### src/rtl/uart_xcvr.sv
// uart_xcvr: single-clock full-duplex UART transceiver.
//
// Character length, parity and stop-bit count are parameters. Everything runs
// on clk. A free-running divider produces a 16x-baud tick for the receiver. The
// transmitter times its bits with its own cycle counter. That counter restarts
// when a request is accepted, so the first edge of a transmit frame does not
// depend on tick phase.
//
// Ports
//   clk        system clock, rising edge
//   rst        asynchronous reset, active low
//   rx         serial input (asynchronous to clk)
//   dintx      transmit data, bits [DATA_BITS-1:0] used
//   newd       transmit request
//   tx         serial output (idle high)
//   txbusy     transmitter busy
//   donetx     1-cycle pulse on the final clock of the last stop bit
//   doutrx     received character, right-aligned, upper bits zero
//   donerx     1-cycle pulse when a character has been received
//   parity_err parity mismatch of the last character (valid with donerx)
//   frame_err  first stop bit sampled low (valid with donerx)
//   tx_state   transmit FSM state (debug)
//   rx_state   receive FSM state (debug)
//
// Transmit handshake: newd is sampled on every clock. It is accepted only while
// txbusy is low. The accepting clock latches dintx. txbusy rises on the next
// clock and stays high through the donetx cycle. A newd while txbusy is high
// is dropped, not queued.
module uart_xcvr #(
  parameter int CLK_FREQ  = 1000000,
  parameter int BAUD_RATE = 9600,
  parameter int DATA_BITS = 8,
  parameter int PARITY    = 0,
  parameter int STOP_BITS = 1
) (
  input  logic       clk,
  input  logic       rst,
  input  logic       rx,
  input  logic [7:0] dintx,
  input  logic       newd,
  output logic       tx,
  output logic       txbusy,
  output logic       donetx,
  output logic [7:0] doutrx,
  output logic       donerx,
  output logic       parity_err,
  output logic       frame_err,
  output logic [2:0] tx_state,
  output logic [2:0] rx_state
);

  localparam int DIV     = CLK_FREQ / (BAUD_RATE * 16);
  localparam int BIT_CYC = 16 * DIV;
  localparam int TW      = (DIV > 1) ? $clog2(DIV) : 1;
  localparam int CW      = $clog2(BIT_CYC + 1);

  localparam logic [TW-1:0] TICK_LAST = TW'(DIV - 1);
  localparam logic [CW-1:0] CYC_LAST  = CW'(BIT_CYC - 1);
  localparam logic [2:0]    BIT_LAST  = 3'(DATA_BITS - 1);
  localparam logic          STOP_LAST = (STOP_BITS == 2);
  localparam logic [7:0]    DMASK     = 8'((1 << DATA_BITS) - 1);

  // Parity bit for a character: even parity is the XOR of the data bits,
  // and odd parity is its inverse.
  function automatic logic calc_par(input logic [7:0] d);
    logic e;
    e = ^(d & DMASK);
    return (PARITY == 1) ? ~e : e;
  endfunction

  // ---------------------------------------------------------------------------
  // 16x baud tick
  // ---------------------------------------------------------------------------
  logic [TW-1:0] tick_cnt;
  logic          tick;

  assign tick = (tick_cnt == TICK_LAST);

  always_ff @(posedge clk or negedge rst) begin
    if (!rst)      tick_cnt <= '0;
    else if (tick) tick_cnt <= '0;
    else           tick_cnt <= tick_cnt + 1'b1;
  end

  // ---------------------------------------------------------------------------
  // Transmitter
  // ---------------------------------------------------------------------------
  typedef enum logic [2:0] {
    TX_IDLE   = 3'd0,
    TX_START  = 3'd1,
    TX_DATA   = 3'd2,
    TX_PARITY = 3'd3,
    TX_STOP   = 3'd4
  } tx_state_t;

  tx_state_t     tx_st, tx_st_n;
  logic [CW-1:0] tx_cyc, tx_cyc_n;
  logic [2:0]    tx_bit, tx_bit_n;
  logic          tx_stop, tx_stop_n;
  logic [7:0]    tx_sh, tx_sh_n;
  logic          tx_par, tx_par_n;
  logic          tx_q, tx_n;
  logic          tx_bit_end;

  assign tx_bit_end = (tx_cyc == CYC_LAST);

  always_ff @(posedge clk or negedge rst) begin
    if (!rst) begin
      tx_st   <= TX_IDLE;
      tx_cyc  <= '0;
      tx_bit  <= '0;
      tx_stop <= 1'b0;
      tx_sh   <= '0;
      tx_par  <= 1'b0;
      tx_q    <= 1'b1;
    end else begin
      tx_st   <= tx_st_n;
      tx_cyc  <= tx_cyc_n;
      tx_bit  <= tx_bit_n;
      tx_stop <= tx_stop_n;
      tx_sh   <= tx_sh_n;
      tx_par  <= tx_par_n;
      tx_q    <= tx_n;
    end
  end

  // The tx line is registered. Each transition computes the level of the
  // next bit, so the line changes on the same clock as the state.
  always_comb begin
    tx_st_n   = tx_st;
    tx_cyc_n  = tx_cyc;
    tx_bit_n  = tx_bit;
    tx_stop_n = tx_stop;
    tx_sh_n   = tx_sh;
    tx_par_n  = tx_par;
    tx_n      = tx_q;
    case (tx_st)
      TX_IDLE: begin
        tx_n = 1'b1;
        if (newd) begin
          tx_st_n  = TX_START;
          tx_cyc_n = '0;
          tx_sh_n  = dintx;
          tx_par_n = calc_par(dintx);
          tx_n     = 1'b0;
        end
      end
      TX_START: begin
        if (tx_bit_end) begin
          tx_st_n  = TX_DATA;
          tx_cyc_n = '0;
          tx_bit_n = '0;
          tx_n     = tx_sh[0];
        end else begin
          tx_cyc_n = tx_cyc + 1'b1;
        end
      end
      TX_DATA: begin
        if (tx_bit_end) begin
          tx_cyc_n = '0;
          if (tx_bit == BIT_LAST) begin
            if (PARITY != 0) begin
              tx_st_n = TX_PARITY;
              tx_n    = tx_par;
            end else begin
              tx_st_n   = TX_STOP;
              tx_stop_n = 1'b0;
              tx_n      = 1'b1;
            end
          end else begin
            tx_bit_n = tx_bit + 1'b1;
            tx_sh_n  = tx_sh >> 1;
            tx_n     = tx_sh[1];
          end
        end else begin
          tx_cyc_n = tx_cyc + 1'b1;
        end
      end
      TX_PARITY: begin
        if (tx_bit_end) begin
          tx_st_n   = TX_STOP;
          tx_cyc_n  = '0;
          tx_stop_n = 1'b0;
          tx_n      = 1'b1;
        end else begin
          tx_cyc_n = tx_cyc + 1'b1;
        end
      end
      TX_STOP: begin
        if (tx_bit_end) begin
          tx_cyc_n = '0;
          tx_n     = 1'b1;
          if (tx_stop == STOP_LAST) tx_st_n = TX_IDLE;
          else                      tx_stop_n = tx_stop + 1'b1;
        end else begin
          tx_cyc_n = tx_cyc + 1'b1;
        end
      end
      default: begin
        tx_st_n = TX_IDLE;
        tx_n    = 1'b1;
      end
    endcase
  end

  assign tx       = tx_q;
  assign txbusy   = (tx_st != TX_IDLE);
  assign donetx   = (tx_st == TX_STOP) && tx_bit_end && (tx_stop == STOP_LAST);
  assign tx_state = tx_st;

  // ---------------------------------------------------------------------------
  // Receiver
  // ---------------------------------------------------------------------------
  typedef enum logic [2:0] {
    RX_IDLE      = 3'd0,
    RX_START     = 3'd1,
    RX_DATA      = 3'd2,
    RX_PARITY    = 3'd3,
    RX_STOP      = 3'd4,
    RX_WAIT_HIGH = 3'd5
  } rx_state_t;

  logic [1:0]           rx_sync;
  logic                 rxs;
  rx_state_t            rx_st, rx_st_n;
  logic [3:0]           rx_tcnt, rx_tcnt_n;
  logic [2:0]           rx_bit, rx_bit_n;
  logic [DATA_BITS-1:0] rx_sh, rx_sh_n;
  logic                 rx_perr, rx_perr_n;
  logic [7:0]           dout_q, dout_n;
  logic                 donerx_q, donerx_n;
  logic                 perr_q, perr_n;
  logic                 ferr_q, ferr_n;

  assign rxs = rx_sync[1];

  always_ff @(posedge clk or negedge rst) begin
    if (!rst) begin
      rx_sync  <= 2'b11;
      rx_st    <= RX_IDLE;
      rx_tcnt  <= '0;
      rx_bit   <= '0;
      rx_sh    <= '0;
      rx_perr  <= 1'b0;
      dout_q   <= '0;
      donerx_q <= 1'b0;
      perr_q   <= 1'b0;
      ferr_q   <= 1'b0;
    end else begin
      rx_sync  <= {rx_sync[0], rx};
      rx_st    <= rx_st_n;
      rx_tcnt  <= rx_tcnt_n;
      rx_bit   <= rx_bit_n;
      rx_sh    <= rx_sh_n;
      rx_perr  <= rx_perr_n;
      dout_q   <= dout_n;
      donerx_q <= donerx_n;
      perr_q   <= perr_n;
      ferr_q   <= ferr_n;
    end
  end

  // A start edge is seen at a tick. It is confirmed 8 ticks later, near the
  // start-bit centre. After that, every 16th tick falls at a bit centre.
  always_comb begin
    rx_st_n   = rx_st;
    rx_tcnt_n = rx_tcnt;
    rx_bit_n  = rx_bit;
    rx_sh_n   = rx_sh;
    rx_perr_n = rx_perr;
    dout_n    = dout_q;
    donerx_n  = 1'b0;
    perr_n    = perr_q;
    ferr_n    = ferr_q;
    if (tick) begin
      case (rx_st)
        RX_IDLE: begin
          if (!rxs) begin
            rx_st_n   = RX_START;
            rx_tcnt_n = '0;
          end
        end
        RX_START: begin
          if (rx_tcnt == 4'd7) begin
            rx_tcnt_n = '0;
            if (rxs) begin
              rx_st_n = RX_IDLE;        // too short to be a start bit
            end else begin
              rx_st_n   = RX_DATA;
              rx_bit_n  = '0;
              rx_perr_n = 1'b0;
            end
          end else begin
            rx_tcnt_n = rx_tcnt + 1'b1;
          end
        end
        RX_DATA: begin
          if (rx_tcnt == 4'd15) begin
            rx_tcnt_n = '0;
            rx_sh_n   = {rxs, rx_sh[DATA_BITS-1:1]};
            if (rx_bit == BIT_LAST) begin
              rx_st_n = (PARITY != 0) ? RX_PARITY : RX_STOP;
            end else begin
              rx_bit_n = rx_bit + 1'b1;
            end
          end else begin
            rx_tcnt_n = rx_tcnt + 1'b1;
          end
        end
        RX_PARITY: begin
          if (rx_tcnt == 4'd15) begin
            rx_tcnt_n = '0;
            rx_perr_n = rxs ^ calc_par(8'(rx_sh));
            rx_st_n   = RX_STOP;
          end else begin
            rx_tcnt_n = rx_tcnt + 1'b1;
          end
        end
        RX_STOP: begin
          if (rx_tcnt == 4'd15) begin
            rx_tcnt_n = '0;
            dout_n    = 8'(rx_sh);
            perr_n    = (PARITY != 0) ? rx_perr : 1'b0;
            ferr_n    = ~rxs;
            donerx_n  = 1'b1;
            // Returning to idle at mid-stop leaves half a bit of margin
            // for a start bit that follows back-to-back.
            rx_st_n   = rxs ? RX_IDLE : RX_WAIT_HIGH;
          end else begin
            rx_tcnt_n = rx_tcnt + 1'b1;
          end
        end
        RX_WAIT_HIGH: begin
          // A break or lost framing: wait for the line to return to idle
          // before looking for the next start bit.
          if (rxs) rx_st_n = RX_IDLE;
        end
        default: rx_st_n = RX_IDLE;
      endcase
    end
  end

  assign doutrx     = dout_q;
  assign donerx     = donerx_q;
  assign parity_err = perr_q;
  assign frame_err  = ferr_q;
  assign rx_state   = rx_st;

endmodule
### config.mk
export PLATFORM = sky130hd
export DESIGN_NAME = uart_xcvr
export DESIGN_NICKNAME = d
export VERILOG_FILES = /design/src/rtl/uart_xcvr.sv
export SDC_FILE = /design/constraint.sdc
export NUM_CORES = 1
export LEC_CHECK = 0
export BUFFER_PORTS_ARGS = -buffer_cell sky130_fd_sc_hd__buf_2
export CAP_MARGIN = 30
export CELL_PAD_IN_SITES_DETAIL_PLACEMENT = 0
export CELL_PAD_IN_SITES_GLOBAL_PLACEMENT = 1
export CORE_MARGIN = 1
export CORE_UTILIZATION = 30
export DETAILED_ROUTE_END_ITERATION = 6
export HOLD_SLACK_MARGIN = 0.06
export PLACE_DENSITY_LB_ADDON = 0.1
export SETUP_SLACK_MARGIN = 0.2
export SLEW_MARGIN = 15
export SYNTH_ARGS = -nofsm -noshare
export SYNTH_HDL_FRONTEND = slang
export SYNTH_SLANG_ARGS = --single-unit
### constraint.sdc
create_clock -name clk -period 2.85 [get_ports clk]
set_input_delay 0.285 -clock clk [delete_from_list [all_inputs] [get_ports clk]]
set_output_delay 0.285 -clock clk [all_outputs]
set_load 0.02 [all_outputs]
# Word level (Yosys, flattened, before mapping)
# Index checks and enable logic that the tools add are counted.
[op_classes]
addsub = 6
eq_ne = 33
n_mux = 54
n_bitwise = 2
n_reduce_logical = 25
[ops]
columns = ["op", "n"]
rows = [
  ["3-bit two-way mux", 23],
  ["2-bit != test, second input constant", 17],
  ["8-bit two-way mux", 3],
  ["3-bit equality test, second input constant", 6],
  ["3-bit case mux with 6 select lines", 1],
  ["8-bit case mux with 2 select lines", 1],
  ["3-bit case mux with 5 select lines", 1],
  ["7-bit two-way mux", 2],
  ["7-bit case mux with 2 select lines", 1],
  ["1-bit two-way mux", 13],
  ["3-bit by 2-bit equality test with 1-bit output, second input constant", 4],
  ["4-bit two-way mux", 3],
  ["3-bit case mux with 2 select lines", 2],
  ["4-bit case mux with 3 select lines", 1],
  ["3-bit AND reduction", 4],
  ["3-bit by 1-bit adder with 3-bit output, second input constant", 3],
  ["3-bit nonzero test", 3],
  ["4-bit AND reduction", 2],
  ["8-bit AND reduction", 1],
  ["2-bit nonzero test", 4],
  ["7-bit by 1-bit adder with 7-bit output, second input constant", 1],
  ["7-bit equality test, second input constant", 1],
  ["7-bit AND reduction", 1],
  ["3-bit by 1-bit equality test with 1-bit output, second input constant", 2],
  ["17 further kinds", 20],
]
[word_totals]
register_bits = 56
out_inout_bits = 20

# Longest topological paths before layout
# Gate-level depths: netlist (run 1).
[depth]
ltp_word = 4
depth_mapped = 6

# Worst setup path before layout (run 1)
# Ideal clock, no wire load.
[synth_path]
kind = "reg2out"
start = "reg tx_cyc[0]"
end = "out donetx"
arrival_ns = 1.690
t_required_ns = 2.565
path_slack_ns = 0.875
stages_incl_launch_ff = 6
path_buffers = 1
cell_sequence = "dfrtp_1 -> ha_1 -> and4_1 -> buf_6 -> nand2_4 -> nor4b_1"
[synth_between]
elab_chain_len = 3
[synth_rtl]
columns = ["item", "line", "text"]
rows = [
  ["from (decl)", "97", "logic [CW-1:0] tx_cyc, tx_cyc_n;"],
  ["from (signal assigned)", "118", "tx_cyc <= tx_cyc_n;"],
  ["7-bit equality test", "105", "assign tx_bit_end = (tx_cyc == CYC_LAST);"],
  ["1-bit logical AND (2 in a row)", "208", "assign donetx = (tx_st == TX_STOP) && tx_bit_end && (tx_stop == STOP_LAST);"],
  ["to (decl)", "43", "output logic donetx,"],
]
# Every way passes these cells.

# Final worst setup path (run 1)
# Same ends and word-level chain as after synthesis.

==> reports/results.ini, run 1 <==
[worst_setup_path]
worstPathRequired_ns=2.57
cell_by_cell_trace_of_the_critical_path=ha_1, and4_1, nand2_4, nor4b_1, buf_2
worst-path-max-fanout=7
crit_path_start_kind=flip-flop
critical_path.slowest_cell=sky130_fd_sc_hd__dfrtp_1
worst_r2r_path_depth=5
cp_num_cells=5
timing.critical_path.max_delay_family=simple AND/OR/NAND/NOR gates
critical_path.endpoint_type=output port
crit_type=flip-flop to output port
worst_setup_path_startpoint=tx_cyc[0]
timing.reg2reg.setup_slack_ns=0.77
critPathArrivalTime_ns=1.93
reg2reg_from=tx_cyc[0]
crit_buf_inv=1
endpoint=donetx
r2r_end=tx_sh[5]
cpPeakStageDelay_ns=0.41

[timing]
finalCriticalPeriod_ns=2.21
finalHoldViolations=0
final.period_utilization_pct=77.6
final-setup-viol-count=0
setup_repair_after_global_routing_missed_its_margin=false
tns_ns=0
timing.max_slew.rel_slack_pct=52.4
finClkSkew_ns=0.0179
tightest_slew_ns=0.713
timing.fmax_mhz=452
timing_max_transition_violations_final=0

[synth]
post-synth-top-count-cell=sky130_fd_sc_hd__dfrtp_1
postSynthCellCount=253
synth_cell_type_count=55
synth.top_cells.by_area=sky130_fd_sc_hd__dfrtp_1, sky130_fd_sc_hd__mux2_2, sky130_fd_sc_hd__dfstp_2, sky130_fd_sc_hd__ha_1, sky130_fd_sc_hd__nand3_1
postSynth.asyncResetShare_pct=100
synth.avg_cell_area_sq_um=11.3
synth_edf_count=0
syn-cell-area_sq_um=2870
postSynth.topFlopCell=sky130_fd_sc_hd__dfrtp_1
syn_nets=271
post-synth-top-area-fraction_pct=45.4
yosysSeqAreaShare_pct=48.1
synth.top_cells.by_count=sky130_fd_sc_hd__dfrtp_1, sky130_fd_sc_hd__mux2_2, sky130_fd_sc_hd__nor2_1
yosysWarnings=0
synth_top_area_cell=sky130_fd_sc_hd__dfrtp_1
ys_seq_elements=55

[pwr]
net-switching-power_mw=0.652
comb_power_share_pct=21.2
power.ir.vdd_worst_mv=0.224
p_per_area_nw_per_um2=607
cell_internal_pwr_mw=1.30
report.power.total_mw=1.95
sw_frac_of_total_pct=33.4
cellLeakagePower_nw=1.48
seq_power_share_pct=54.6
clkPwrFrac_pct=24.3

[cells_and_area]
final.fill_count=970
post_route_cells_drive_above_1_share_pct=32.9
nNetsFinal=297
antennaDiodeCount=0
area.growth.synth_to_final_pct=12.1
final_core_utilization_pct=34.8

[drt]
vias_per_cell=4.75
drc=0
detailed_route_iter0_violations=65
drt-wirelength-per-cell_um=13.3
drt-pass1-iter-count=4
antenna_violating_nets_post_route=0
route.vias.total=1943
wl_um=5450

[global_routing]
global_route.overflow_total=0
grt_pass1_vias=1863
grt_start_max_net_pins=56
grt_use_total_pct=11.8
first_pass_grt_wire_length_um=9380
number_of_antenna_violations_at_the_first_check_in_global_routing=0

[clock_tree]
cts_made_buffers=5
cts_root_buffer=sky130_fd_sc_hd__clkbuf_8
clkTransAtPathRegs_ns=0.12
post_cts_resized=0
insertion_delay_ns=0.32
tritoncts=built
cts_setup_buffers=0
cts_hold_buffers=1
cts_htree_levels=2
cts_num_sinks=55
cts.path.max_buffers=2

[floorplanning]
die_area_sq_um=9950
initial_utilization_pct=31.0
core_sq_um=9240
dieHeight_um=99.8
floorplan.rows=35
floorplan.die.width_um=99.8
num_io_pins=32

[job]
number_of_max_cap_violations=0

[outcome]
status=completed

[placed_design]
place.port_buffers=30
post-dp-hpwl_um=3600
gpl.final_weighted_congestion=0.689

[min_path]
min_path_type=primary input to asynchronous set/reset pin

==> worst register-to-register path: cells and delay by family, from the launching register on <==
family	cells	cell delay [ns]
AND/OR/NAND/NOR	2	0.78
AO/OA/AOI/OAI	1	0.18
multiplexers	1	0.38
adder cells (fa/ha/maj)	1	0.23
flip-flops	1	0.41
==> power groups by stage <==
stage | registers [mW] | logic (mW) | clock network (mW)
floorplan | 1.02 | 0.368 | 0
global placement | 1.08 | 0.417 | 0
detailed placement | 1.08 | 0.417 | 0
CTS | 1.07 | 0.420 | 0.504
global route | 1.09 | 0.470 | 0.530
finish | 1.06 | 0.412 | 0.473
==> cell type report <==
class                           instances  area [sq um]  area share, %
Inverter                               11          41.3           1.28
Multi-Input combinational cell        173          1360           42.4
Timing Repair Buffer                   33           175           5.45
Sequential cell                        55          1380           42.9
Clock inverter                          3          25.0          0.779
Clock buffer                            5          68.8           2.14
Tap cell                              129           161           5.02
==> per-stage QoR <==
step / instances / area (sq um) / hold slack [ns] / setup WS [ns]
3_5_place_dp: 400 / 3110 / 0.357 / 0.762
6_report: 409 / 3210 / 0.0618 / 0.639
2_1_floorplan: 253 / 2870 / -0.0106 / 0.875
5_1_grt: 409 / 3210 / 0.142 / 0.471
4_1_cts: 409 / 3210 / 0.116 / 0.596
3_3_place_gp: 400 / 3110 / 0.358 / 0.763
==> how the worst min path moves through the flow <==
stage / slack [ns] / from / cells past startpoint / endpoint
after CTS: 0.12 / rst / 2 / rx_tcnt[0]
after global routing: 0.14 / rst / 2 / rx_tcnt[1]
after floorplan: -0.01 / rst / 0 / donerx
after global placement: 0.36 / rx_sync[0] / 0 / rx_sync[1]
after detailed placement: 0.36 / rx_sync[0] / 0 / rx_sync[1]
final: 0.06 / rst / 2 / rx_tcnt[0]
==> state kept, by name (all words and copies together), names as in the netlist <==
name / cells
tx_state: 3
rx_tcnt: 4
tx: 1
doutrx: 8
tick_cnt: 3
rx_sync: 2
frame_err: 1
donerx: 1
tx_bit: 3
rx_state: 3
rx_sh: 8
rx_bit: 3
tx_cyc: 7
tx_sh: 8
==> metal layers <==
layer  vias up  wire [um]  GRT usage, %
li1        961          -             -
met4         0         55          3.39
met1       942       2760          16.3
met5         -          0             0
met2        34       2460          18.7
met3         6        177          2.39
==> cells in the final DEF (no fill, tap or decap), types with 3 or more instances in the layout <==
cell type	synthesis	routed
sky130_fd_sc_hd__a21oi_1	7	7
sky130_fd_sc_hd__and3_1	3	3
sky130_fd_sc_hd__buf_2	6	30
sky130_fd_sc_hd__clkbuf_8	0	5
sky130_fd_sc_hd__dfrtp_1	52	52
sky130_fd_sc_hd__dfstp_2	3	3
sky130_fd_sc_hd__ha_1	6	6
sky130_fd_sc_hd__inv_1	11	11
sky130_fd_sc_hd__mux2_2	33	33
sky130_fd_sc_hd__mux2_4	3	3
sky130_fd_sc_hd__mux2i_1	5	5
sky130_fd_sc_hd__nand2_1	10	10
sky130_fd_sc_hd__nand3_1	12	12
sky130_fd_sc_hd__nand4_1	5	5
sky130_fd_sc_hd__nor2_1	14	14
sky130_fd_sc_hd__nor2b_1	4	4
sky130_fd_sc_hd__nor3_1	8	8
sky130_fd_sc_hd__nor3b_1	4	4
sky130_fd_sc_hd__o211ai_1	3	3
sky130_fd_sc_hd__o21ai_0	11	11
==> logic make-up (layout without fill, tap and decap cells) <==
family | count (synthesis) | after routing | share of synthesized area [%]
adders and majority gates | 6 | 6 | 2.62
and+or+nand+nor | 80 | 80 | 16.5
buffers and inverters | 25 | 52 | 4.32
DFF | 55 | 55 | 48.1
other | 1 | 1 | 0.131
muxes | 41 | 41 | 16.3
xor gates and xnor gates | 3 | 3 | 0.917
AOI/OAI and AO/OA | 42 | 42 | 11.1
No activity file was read; power rests on OpenSTA's default activity.
==> run 2, diff against run 1 <==
==> constraint.sdc (replaced) <==
create_clock -name clk -period 2.1 [get_ports clk]
set_input_delay 0.21 -clock clk [delete_from_list [all_inputs] [get_ports clk]]
set_output_delay 0.21 -clock clk [all_outputs]
set_load 0.02 [all_outputs]
==> run 2 against run 1 <==
Effect of this change:
- hold slack gained 0.071 ns
- sequential power up 36%
- non-clock buffer count rose by 21
- register-to-register slack worse by 0.51 ns
- sequential share of layout area decreased by 2.5 points
- power increased by 41%
- utilization rose by 2.1 points
- critical path depth unchanged
- via count rose by 4.5%
- clock skew down 0.0014 ns
==> reports/results.ini, run 2 (synthesis results as in run 1) <==
[outcome]
status=completed

[clock_tree]
cts_made_buffers=5  ; unchanged
insertion_delay_ns=0.32  ; about the same
tritoncts=built
cts.path.max_buffers=2  ; unchanged
cts_root_buffer=sky130_fd_sc_hd__clkbuf_8
clkTransAtPathRegs_ns=0.10  ; -0.02 ns
cts_num_sinks=55  ; unchanged
cts_htree_levels=2  ; unchanged

[cells_and_area]
final_core_utilization_pct=36.9  ; +2.1 points
most-common-layout-cells=sky130_fd_sc_hd__dfrtp_1, sky130_fd_sc_hd__mux2_2, sky130_fd_sc_hd__buf_2
area.growth.synth_to_final_pct=19.0
final.fill_count=953  ; -1.8%
post_route_cells_drive_above_1_share_pct=38.9  ; +6.0 points
area.sequential_sq_um=1380  ; unchanged
layout.cells.most_common=sky130_fd_sc_hd__dfrtp_1
nNetsFinal=318  ; +7.1%
antennaDiodeCount=0  ; unchanged
fin_cells=430  ; +5.1%
multi_input_area_sq_um=1400  ; +2.6%

[placed_design]
setup_slack_at_placement_ns=0.159  ; -0.603 ns
post-dp-hpwl_um=3890  ; +8.1%
gpl.final_weighted_congestion=0.726  ; +5.3%
placed_instances=414  ; +3.5%
place.port_buffers=30  ; unchanged

[floorplanning]
floorplan.die.width_um=99.8  ; unchanged
num_io_pins=32  ; unchanged
initial_utilization_pct=31.0  ; unchanged
die_area_sq_um=9950  ; unchanged
core_sq_um=9240  ; unchanged
floorplan.rows=35  ; unchanged
dieHeight_um=99.8  ; unchanged

[pwr]
comb_power_share_pct=24.7  ; +3.5 points
cellLeakagePower_nw=1.59  ; +7.7%
clkPwrFrac_pct=23.1  ; -1.2 points
sw_frac_of_total_pct=33.3  ; -0.15 points
power.ir.vdd_worst_mv=0.353  ; +58%
p_per_area_nw_per_um2=807  ; +33%
net-switching-power_mw=0.916  ; +41%
seq_power_share_pct=52.1  ; -2.5 points
cell_internal_pwr_mw=1.84  ; +42%

[timing]
setup_repair_after_global_routing_missed_its_margin=true
timing.max_slew.rel_slack_pct=65.1  ; +13 points
timing_max_transition_violations_final=0  ; unchanged
finalHoldViolations=0  ; unchanged
timing.fmax_mhz=542
finalCriticalPeriod_ns=1.85
finClkSkew_ns=0.0165  ; -0.00139 ns
final-setup-viol-count=0  ; unchanged
final.period_utilization_pct=87.9
tightest_slew_ns=0.524  ; -0.190 ns
setup_ws_ns=0.254  ; -0.385 ns
tns_ns=0  ; unchanged

[drt]
antenna_violating_nets_post_route=0  ; unchanged
drt-wirelength-per-cell_um=13.2  ; -1.0%
wl_um=5670  ; +4.1%
drc=0  ; unchanged
detailed_route_iter0_violations=25  ; -62%
vias_per_cell=4.72  ; -0.58%
drt-pass1-iter-count=4  ; unchanged
route.vias.total=2031  ; +4.5%

[global_routing]
first_pass_grt_wire_length_um=9700  ; +3.4%
grt_use_total_pct=12.3  ; +0.44 points
grt_pass1_vias=1979  ; +6.2%
grt_start_max_net_pins=33  ; -41%
number_of_antenna_violations_at_the_first_check_in_global_routing=0  ; unchanged
global_route.overflow_total=0  ; unchanged

[worst_setup_path]
crit_path_start_kind=flip-flop
worstPathRequired_ns=1.89  ; -0.68 ns
worst-path-max-fanout=6  ; -1
critPathArrivalTime_ns=1.64  ; -0.29 ns
critical_path.endpoint_type=output port
crit_type=flip-flop to output port

[job]
number_of_max_cap_violations=0  ; unchanged

[min_path]
min_path_type=primary input to flip-flop

## run 2: power by group through the flow
stage / registers [mW] / clock network, mW / logic, mW
finish: 1.44 / 0.637 / 0.681
global route: 1.47 / 0.714 / 0.769
CTS: 1.43 / 0.681 / 0.661
detailed placement: 1.45 / 0 / 0.615
global placement: 1.46 / 0 / 0.612
floorplan: 1.39 / 0 / 0.500
## run 2: layer usage
layer  track usage, %  wire length [um]  vias up
met2             20.1              2650       29
met5                0                 0        -
met3             2.46               171        5
li1                 -                 -     1008
met4             3.05                51        0
met1             16.5              2790      989
## run 2: worst max-delay path, cell delays in order, from the launching register on
cell and delay (ns):
sky130_fd_sc_hd__dfrtp_1 0.41, sky130_fd_sc_hd__ha_4 0.17, sky130_fd_sc_hd__and4_4 0.26, sky130_fd_sc_hd__nand2_4 0.08
sky130_fd_sc_hd__nor4b_2 0.22, sky130_fd_sc_hd__buf_4 0.18
## run 2: worst paths after layout
path	end	depth (start not counted)	slack, ns	start
min in group asynchronous	rx_tcnt[3]	3	0.40	rst
max	donetx	5	0.25	tx_cyc[1]
min	tx_sh[7]	3	0.13	dintx[7]
max reg2reg	tx_bit[0]	6	0.26	tx_bit[0]
min reg2reg	rx_sync[1]	0	0.37	rx_sync[0]
max in group asynchronous	tx	3	1.29	rst
## run 2: area by class of cell
cell class	instances	share of cell area, %
Multi-Input combinational cell	173	41.0
Inverter	11	1.21
Tap cell	129	4.73
Sequential cell	55	40.4
Clock inverter	3	0.733
Timing Repair Buffer	54	9.90
Clock buffer	5	2.02
## run 2: what timing repair did
action	4_1_cts	5_1_grt
endpoints found under the setup margin	11	28
hold endpoints to repair	53	0
buffers inserted	2	4
hold buffers	2	0
resized for setup	4	4
cloned	0	0
pin swaps	0	1
## run 2: metrics by stage
step / hold slack, ns / instance area (sq um) / power (mW)
2_1_floorplan: -0.0856 / 2870 / 1.89
3_3_place_gp: 0.228 / 3220 / 2.07
3_5_place_dp: 0.232 / 3220 / 2.07
4_1_cts: 0.128 / 3360 / 2.77
5_1_grt: 0.165 / 3410 / 2.95
6_report: 0.133 / 3410 / 2.75
==> run 3, diff against run 2 <==
--- a/config.mk
+++ b/config.mk
@@ -5,12 +5,13 @@
 export SDC_FILE = /design/constraint.sdc
 export NUM_CORES = 1
 export LEC_CHECK = 0
-export BUFFER_PORTS_ARGS = -buffer_cell sky130_fd_sc_hd__buf_2
+export BUFFER_PORTS_ARGS = -buffer_cell sky130_fd_sc_hd__buf_4
 export CAP_MARGIN = 30
 export CELL_PAD_IN_SITES_DETAIL_PLACEMENT = 0
 export CELL_PAD_IN_SITES_GLOBAL_PLACEMENT = 1
 export CORE_MARGIN = 1
 export CORE_UTILIZATION = 30
+export CTS_CLUSTER_DIAMETER = 80
 export DETAILED_ROUTE_END_ITERATION = 6
 export HOLD_SLACK_MARGIN = 0.06
 export PLACE_DENSITY_LB_ADDON = 0.1
==> run 3 against run 2 <==
Effect of this change:
- critical path depth stayed put
- design area is 1.1% higher
- clock power is 3.6% lower
- clock skew is 0.0047 ns lower
- register-to-register slack about the same
==> reports/results.ini, run 3 (synthesis results as in run 1) <==
[outcome]
status=completed

[worst_setup_path]
critical_path.endpoint_type=output port
crit_type=flip-flop to output port
crit_path_start_kind=flip-flop
worstPathRequired_ns=1.89  ; about the same
critPathArrivalTime_ns=1.64  ; about the same
timing.reg2reg.setup_slack_ns=0.27  ; about the same
worst-path-max-fanout=6  ; unchanged

[timing]
timing_max_transition_violations_final=0  ; unchanged
finClkSkew_ns=0.0117  ; -0.00475 ns
final.period_utilization_pct=88.2  ; +0.27 points
tightest_slew_ns=0.720  ; +0.196 ns
timing.max_slew.rel_slack_pct=52.0  ; -13 points
tns_ns=0  ; unchanged
setup_repair_after_global_routing_missed_its_margin=true
timing.fmax_mhz=540  ; -0.31%
finalCriticalPeriod_ns=1.85  ; +0.00577 ns
finalHoldViolations=0  ; unchanged
final-setup-viol-count=0  ; unchanged
setup_ws_ns=0.248  ; -0.00577 ns

[global_routing]
grt_use_total_pct=12.1  ; -0.10 points
grt_pass1_vias=1983  ; +0.20%
global_route.overflow_total=0  ; unchanged
grt_start_max_net_pins=56  ; +70%
first_pass_grt_wire_length_um=9630  ; -0.78%
number_of_antenna_violations_at_the_first_check_in_global_routing=0  ; unchanged

[min_path]
min_path_type=primary input to flip-flop

[drt]
drt-wirelength-per-cell_um=12.7  ; -3.4%
wl_um=5430  ; -4.3%
route.vias.total=2005  ; -1.3%
drc=0  ; unchanged
detailed_route_iter0_violations=56  ; +120%
vias_per_cell=4.71  ; -0.35%
antenna_violating_nets_post_route=0  ; unchanged
drt-pass1-iter-count=4  ; unchanged

[cells_and_area]
antennaDiodeCount=0  ; unchanged
area.growth.synth_to_final_pct=20.3
layout.cells.most_common=sky130_fd_sc_hd__dfrtp_1
post_route_cells_drive_above_1_share_pct=38.4  ; -0.49 points
most-common-layout-cells=sky130_fd_sc_hd__dfrtp_1, sky130_fd_sc_hd__buf_4, sky130_fd_sc_hd__mux2_2
fin_cells=426  ; -0.93%
multi_input_area_sq_um=1390  ; -0.72%
nNetsFinal=314  ; -1.3%
area.sequential_sq_um=1380  ; about the same
fin_area_sq_um=3450  ; +1.1%
final.fill_count=951  ; -0.21%

[floorplanning]
initial_utilization_pct=31.0  ; unchanged
core_sq_um=9240  ; unchanged
floorplan.die.width_um=99.8  ; unchanged
die_area_sq_um=9950  ; unchanged
dieHeight_um=99.8  ; unchanged
floorplan.rows=35  ; unchanged
num_io_pins=32  ; unchanged

[placed_design]
gpl.final_weighted_congestion=0.722  ; -0.44%
detailed_place.area_sq_um=3280  ; +1.9%
placed_instances=412  ; -0.48%
place.port_buffers=30  ; unchanged
setup_slack_at_placement_ns=0.179  ; +0.0196 ns
post-dp-hpwl_um=3710  ; -4.7%

[job]
number_of_max_cap_violations=0  ; unchanged

[pwr]
cellLeakagePower_nw=1.57  ; -1.4%
p_per_area_nw_per_um2=791  ; -2.0%
seq_power_share_pct=52.3  ; +0.2 points
comb_power_share_pct=25.2  ; +0.5 points
power.ir.vdd_worst_mv=0.374  ; +6.1%
clkPwrFrac_pct=22.5  ; -0.6 points
cell_internal_pwr_mw=1.85  ; +0.49%
sw_frac_of_total_pct=32.3  ; -0.95 points
net-switching-power_mw=0.881  ; -3.8%
report.power.total_mw=2.73  ; -0.93%

[clock_tree]
clkTransAtPathRegs_ns=0.10  ; about the same
cts_made_buffers=5  ; unchanged
cts.path.max_buffers=2  ; unchanged
cts_root_buffer=sky130_fd_sc_hd__clkbuf_8
cts_htree_levels=2  ; unchanged
tritoncts=built
cts_num_sinks=55  ; unchanged
insertion_delay_ns=0.31  ; about the same

run 3: cell type report:
class                      count  area share, %
multi-input combinational    173           40.2
clock inverter                 3          0.725
inverter                      11           1.20
clock buffer                   5           1.99
tap                          129           4.68
timing repair buffer          50           11.1
sequential                    55           40.0
run 3: timing repair:
| action | CTS | global route |
|---|---|---|
| setup endpoints to repair | 9 | 31 |
| endpoints found under the hold margin | 53 | 0 |
| buffers inserted | 3 | 1 |
| gates resized for setup | 4 | 4 |
| hold buffers | 2 | 0 |
run 3: metrics by stage:
| stage | hold WS [ns] | util, % |
|---|---|---|
| after floorplan | -0.0856 | - |
| after global placement | 0.321 | 35.5 |
| after detailed placement | 0.322 | 35.5 |
| after CTS | 0.115 | 37.1 |
| after global routing | 0.140 | 37.3 |
| final | 0.128 | 37.3 |
run 3: routing by layer:
| metal | up-vias | routed length, um | GRT usage (%) |
|---|---|---|---|
| li1 | 1002 | - | - |
| met1 | 962 | 2610 | 15.9 |
| met2 | 36 | 2590 | 20.1 |
| met3 | 5 | 164 | 2.60 |
| met4 | 0 | 57 | 3.73 |
| met5 | - | 0 | 0 |
run 3: worst paths after layout:
kind,start,endpoint,cells after the start
setup / recovery,tx_cyc[0],donetx,5
min in group asynchronous,rst,rx_tcnt[1],2
setup reg to reg,tx_bit[0],tx_bit[2],6
hold / removal,dintx[7],tx_sh[7],3
max in group asynchronous,rst,tx_state[1],2
hold reg to reg,rx_sync[0],rx_sync[1],0
run 3: worst max-delay path, cell delays in order, from the launching register on:
cell,delay (ns)
sky130_fd_sc_hd__dfrtp_1,0.37
sky130_fd_sc_hd__ha_2,0.21
sky130_fd_sc_hd__and4_4,0.28
sky130_fd_sc_hd__nand2_4,0.08
sky130_fd_sc_hd__nor4b_4,0.22
sky130_fd_sc_hd__buf_4,0.18
run 3: power groups by stage:
stage,clock (mW),sequential (mW),combinational (mW)
after CTS,0.664,1.43,0.682
after global placement,0,1.46,0.628
after floorplan,0,1.39,0.500
final,0.614,1.43,0.688
after global routing,0.699,1.46,0.781
after detailed placement,0,1.45,0.635
